===== src/rtl/blinker_ctrl_pkg.sv =====
// blinker_ctrl_pkg: shared types and constants for the blinker rate scheduler
package blinker_ctrl_pkg;
  typedef enum logic [2:0] {IDLE, GRANT, SHIFT, SETTLE, RESP} state_t;
  localparam logic DIR_SLOWER = 1'b1;
  localparam logic DIR_FASTER = 1'b0;
endpackage


===== src/rtl/blinker_rate_scheduler_rr_arbiter.sv =====
// rr_arbiter: picks the first set request at or after ptr, wrapping around
module rr_arbiter #(
  parameter int NREQ = 4
) (
  input  logic [NREQ-1:0]         req,
  input  logic [$clog2(NREQ)-1:0] ptr,
  output logic [$clog2(NREQ)-1:0] grant,
  output logic                    any
);
  localparam int IW = $clog2(NREQ);
  always_comb begin
    grant = '0;
    any = 1'b0;
    for (int i = 0; i < NREQ; i++)
      if (!any && req[(int'(ptr) + i) % NREQ]) begin
        grant = IW'((int'(ptr) + i) % NREQ);
        any = 1'b1;
      end
  end
endmodule


===== src/rtl/blinker_rate_scheduler.sv =====
// blinker_rate_scheduler: round-robin arbitration of blink-rate change requests onto one shifter
module blinker_rate_scheduler
  import blinker_ctrl_pkg::*;
#(
  parameter int NREQ       = 4,
  parameter int SETTLE_CYC = 2,
  parameter int MAX_POS    = 7,
  parameter int INIT_POS   = 0
) (
  input  logic                         clk,
  input  logic                         rst,
  input  logic                         run_en,
  input  logic [NREQ-1:0]              req_valid,
  input  logic [NREQ-1:0]              req_dir,
  output logic [NREQ-1:0]              req_ready,
  output logic                         resp_valid,
  output logic [$clog2(NREQ)-1:0]      resp_id,
  output logic                         resp_err,
  output logic                         shift_left,
  output logic                         shift_right,
  output logic                         count_en,
  output logic [$clog2(MAX_POS+1)-1:0] pos
);
  localparam int IW = $clog2(NREQ);
  localparam int PW = $clog2(MAX_POS + 1);
  localparam int CW = $clog2(SETTLE_CYC + 1);
  state_t state, nxt;
  logic [IW-1:0] ptr, g, win;
  logic [CW-1:0] cnt;
  logic any, slower, refuse;
  rr_arbiter #(.NREQ(NREQ)) u_arb (.req(req_valid), .ptr(ptr), .grant(win), .any(any));
  assign slower = req_dir[g] == DIR_SLOWER;
  assign refuse = slower ? (pos == PW'(MAX_POS)) : (pos == '0);
  always_comb begin
    nxt = state;
    case (state)
      IDLE:    nxt = any ? GRANT : IDLE;
      GRANT:   nxt = refuse ? RESP : SHIFT;
      SHIFT:   nxt = SETTLE;
      SETTLE:  nxt = (cnt == CW'(SETTLE_CYC - 1)) ? RESP : SETTLE;
      RESP:    nxt = IDLE;
      default: nxt = IDLE;
    endcase
  end
  // outputs are registered from the next state so they line up with the state they belong to
  always_ff @(posedge clk or negedge rst) begin
    if (!rst) begin
      state       <= IDLE;
      ptr         <= '0;
      g           <= '0;
      cnt         <= '0;
      req_ready   <= '0;
      resp_valid  <= 1'b0;
      resp_id     <= '0;
      resp_err    <= 1'b0;
      shift_left  <= 1'b0;
      shift_right <= 1'b0;
      count_en    <= 1'b0;
      pos         <= PW'(INIT_POS);
    end else begin
      state       <= nxt;
      cnt         <= (state == SETTLE) ? cnt + 1'b1 : '0;
      req_ready   <= '0;
      if (state == IDLE && any) begin
        g              <= win;
        req_ready[win] <= 1'b1;
      end
      if (state == GRANT) ptr <= (g == IW'(NREQ - 1)) ? '0 : g + 1'b1;
      if (state == GRANT && !refuse) pos <= slower ? pos + 1'b1 : pos - 1'b1;
      shift_left  <= state == GRANT && !refuse && slower;
      shift_right <= state == GRANT && !refuse && !slower;
      resp_valid  <= nxt == RESP;
      if (nxt == RESP) begin
        resp_id  <= g;
        resp_err <= state == GRANT;
      end
      count_en    <= nxt == IDLE && run_en;
    end
  end
endmodule


===== config.mk =====
export PLATFORM = sky130hd
export DESIGN_NAME = blinker_rate_scheduler
export DESIGN_NICKNAME = d
export VERILOG_FILES = /design/src/rtl/blinker_ctrl_pkg.sv /design/src/rtl/blinker_rate_scheduler_rr_arbiter.sv /design/src/rtl/blinker_rate_scheduler.sv
export SDC_FILE = /design/constraint.sdc
export NUM_CORES = 1
export LEC_CHECK = 0
export BUFFER_PORTS_ARGS = -buffer_cell sky130_fd_sc_hd__clkbuf_2
export CORE_UTILIZATION = 53
export DETAILED_ROUTE_END_ITERATION = 7
export PLACE_DENSITY_LB_ADDON = 0.12
export RECOVER_POWER = 50
export SLEW_MARGIN = 20
export SYNTH_ARGS = -nofsm -noshare
export SYNTH_HDL_FRONTEND = slang
export SYNTH_HIERARCHICAL = 1
export SYNTH_SLANG_ARGS = --single-unit
export TNS_END_PERCENT = 5

===== constraint.sdc =====
create_clock -name clk -period 2.7 [get_ports clk]
set_input_delay 0.27 -clock clk [delete_from_list [all_inputs] [get_ports clk]]
set_output_delay 0.27 -clock clk [all_outputs]
set_load 0.02 [all_outputs]

==> results by group <==
Synth
  – Synthesized area: 1174 µm²
  – Share of the yosys chip area belonging to registers: 49.04%
  – Cells after Synth: 112
  – Post-synthesis adder-cell area fraction: 3.838%
  – Leading post-synthesis cells by cell area: dfrtp_1 49%, nand2_1 4.8%, nor2_1 2.2%
  – XOR/XNOR Fraction of Synth Area: 0.7463%
  – Synth Register Bits: 23
  – Cell taking the most area after synthesis: dfrtp_1
  – Mux contribution to synthesized area: 3.838%
  – Post-synth top area share: 49.04%
  – Synth warn: 6
  – Main combinational cell family by area after synthesis: simple AND/OR/NAND/NOR gates
  – Unique cell type count in the Yosys netlist: 41
  – Synth Area in Compound Gates: 15.57%
  – Synthesized Nets: 126
  – Simple-Gate Fraction of Synth Area: 21.54%
  – Mean Syn Cell Area: 10.48 µm²

Finish
  – Share of layout cells above drive strength 1: 21.48%
  – # fillers: 176
  – Diodes inserted: 0
  – Nets: 150
  – Area grow syn2layout: 12.37%

Floorplanning
  – Core area: 2022 µm²
  – Die width: 49.06 µm
  – Initial Util: 58.04%
  – Die height: 49.06 µm
  – Site Rows: 16
  – Die area: 2406 µm²
  – Io pins: 25

Timing
  – Worst setup margin: 0.3396 ns
  – Worst-Margin Slew: 1.219 ns
  – RSZ-0062 raised after global routing: no
  – Final Max Slew Viols: 0
  – Final Setup Violations: 0
  – Fin crit share: 87.42%
  – Clock skew: 0.001553 ns
  – Worst hold margin: 0.1657 ns
  – F_max: 423.7 MHz
  – Fin crit period: 2.360 ns
  – Slew HR: 18.76%
  – Final hold vios: 0
  – Setup TNS: 0 ns

Critical path
  – Critical Path AT: 2.59 ns
  – Register-to-register setup slack: 0.34 ns
  – Largest fanout on the critical path: 14
  – CP required: 2.93 ns
  – FF-to-FF End: pos[2]
  – CP Capture Type: flip-flop
  – Worst-case reg-to-reg path depth: 6
  – Worst setup SP type: flip-flop
  – R2r startpoint: g[0]
  – Critical path class: reg -> reg

Global routing
  – First-pass GRT wire length: 4002 µm
  – GRT Resource Usage Total: 21.74%
  – Grt ovf: 0
  – Initial antenna violation count: 0
  – Vias in the first global route: 949
  – Largest net degree at the start of global routing: 24

Clock tree
  – Clock Tree Buf Depth: 2
  – CTS tree: built
  – # Post-CTS Setup Buffers: 0
  – Root Driver: clkbuf_4
  – Worst-Skew Late Latency: 0.30 ns
  – Clock Sinks: 23
  – Num CTS Buffers: 3
  – H-tree Lvls: 1
  – Clock slew at reported path FFs: 0.12 ns

Hold path
  – Hold path start: run_en
  – Hold Crit Endpoint: count_en
  – Min-Delay Path Depth: 3
  – Worst hold path class: in -> reg

Routing
  – Vias: 963
  – DRC: 0
  – First-pass DRT Iterations: 4
  – Post-DR vias/cell: 5.944
  – Detail Route Antenna Nets: 0
  – Routed WL: 2240 µm
  – DR WL/cell: 13.83 µm
  – Initial DRC count: 26

Place
  – Placer congestion estimate: 0.8886
  – PortBufs: 24
  – Dpl hpwl: 1633 µm
  – Worst Setup Slack post-DPL: 0.4115 ns

Power and ir drop
  – Total power of the final layout: 1542 µW
  – Power density over cell area: 1169 nW/µm²
  – Worst IR Drop VDD: 0.6522 mV
  – Pleak: 0.0006340 µW

Run status
  – Status: finished clean

Flow run
  – Max Cap Viol: 0
## cell families after synthesis
family                     count (synthesis)
adders and majority gates                  3
buffers and inverters                     13
AOI/OAI and AO/OA                         23
xor gates and xnor gates                   1
DFF                                       23
and+or+nand+nor                           46
muxes                                      3
## cell usage after synthesis
cell and count:
nand4b_1 1, nor4b_1 2, a21oi_1 5, a221o_1 2, nand3_1 4, nand2b_1 2, o311ai_4 1, nor2_1 7
or3b_1 1, buf_4 1, and3_2 1, o31ai_1 1, or4b_2 1, nor3_1 3, ha_1 2, nor3b_2 1
nand2_1 15, clkbuf_1 3, nand3b_1 2, buf_6 1, nand3_2 1, o221ai_1 1, fa_1 1, o21ai_0 5
o21bai_1 1, a32o_1 1, nor4_1 1, mux2_1 2, inv_1 6, and3_1 3, a311oi_1 1, a41o_1 1
o311ai_0 2, xnor2_1 1, clkbuf_4 1, mux4_2 1, inv_2 1, o41ai_1 1, dfrtp_1 23, o211ai_1 1
or3_2 1
## how the worst max path moves through the flow
stage                     start  endpoint  slack (ns)  depth (start not counted)
after floorplan            g[0]    pos[1]        0.54                          7
after global placement     g[0]    pos[1]        0.54                          6
after detailed placement   g[0]    pos[2]        0.41                          6
after CTS                  g[0]    pos[2]        0.38                          6
after global routing       g[0]    pos[2]        0.24                          6
final                      g[0]    pos[2]        0.34                          6
## critical path: stages (launching register included)
cell and delay, ns:
dfrtp_1 0.45, mux4_2 0.55, inv_1 0.14, fa_1 0.48, nor4b_1 0.42, a311oi_1 0.10
o21ai_0 0.16
## metal layers
| layer | vias to the layer above | global-route usage [%] | share of wire, % |
|---|---|---|---|
| met4 | 0 | 8.824 | 0.58 |
| met3 | 2 | 3.738 | 5.9 |
| li1 | 457 | - | - |
| met2 | 36 | 35.42 | 49 |
| met1 | 468 | 28.75 | 44 |
| met5 | - | 0 | 0 |
## timing repair
action / CTS / global route
gates resized for setup: 0 / 0
hold endpoints to repair: 23 / 0
hold buffers: 1 / 0
## sequential cells by signal (all words and copies together), names as in the netlist
name and cells:
cnt 2, count_en 1, g 2, pos 3, ptr 2, req_ready 4
resp_err 1, resp_id 2, resp_valid 1, shift_left 1, shift_right 1, state 3
## layout make-up
type / count / area [µm²] / share of cell area [%]
flip-flops and latches: 23 / 575.6 / 43.64
inverters: 7 / 26.28 / 1.992
clock buffers: 4 / 26.28 / 1.992
multi-input cells: 76 / 534.3 / 40.51
well taps: 27 / 33.78 / 2.562
repair buffers: 25 / 122.6 / 9.298
## power breakdown
group	total [µW]	switching, µW	internal [µW]	leakage [µW]
Combinational	756	445	311	0.000329
Sequential	631	150	480	0.000290
Clock	155	97.6	57.6	0.0000150
Total	1540	693	849	0.000634
## placed cells by master (no fill, tap or decap), types with 2 or more instances in the layout
cell / synthesis / layout
nand3_1: 4 / 4
a221o_1: 2 / 2
and3_1: 3 / 3
dfrtp_1: 23 / 23
o311ai_0: 2 / 2
nand2_1: 15 / 15
mux2_1: 2 / 2
a21oi_1: 5 / 5
ha_1: 2 / 2
nor4b_1: 2 / 2
nand2b_1: 2 / 2
clkbuf_2: 0 / 18
nor3_1: 3 / 3
inv_1: 6 / 6
clkbuf_4: 1 / 3
nor2_1: 7 / 7
clkbuf_1: 3 / 7
nand3b_1: 2 / 2
o21ai_0: 5 / 5
## stage by stage
| stage | instances | instance area (µm²) | util, % |
|---|---|---|---|
| floorplan | 112 | 1174 | - |
| global placement | 157 | 1290 | 63.80 |
| detailed placement | 157 | 1290 | 63.80 |
| CTS | 162 | 1326 | 65.59 |
| global route | 162 | 1319 | 65.22 |
| finish | 162 | 1319 | 65.22 |
Power figures use the tool's default switching activity.
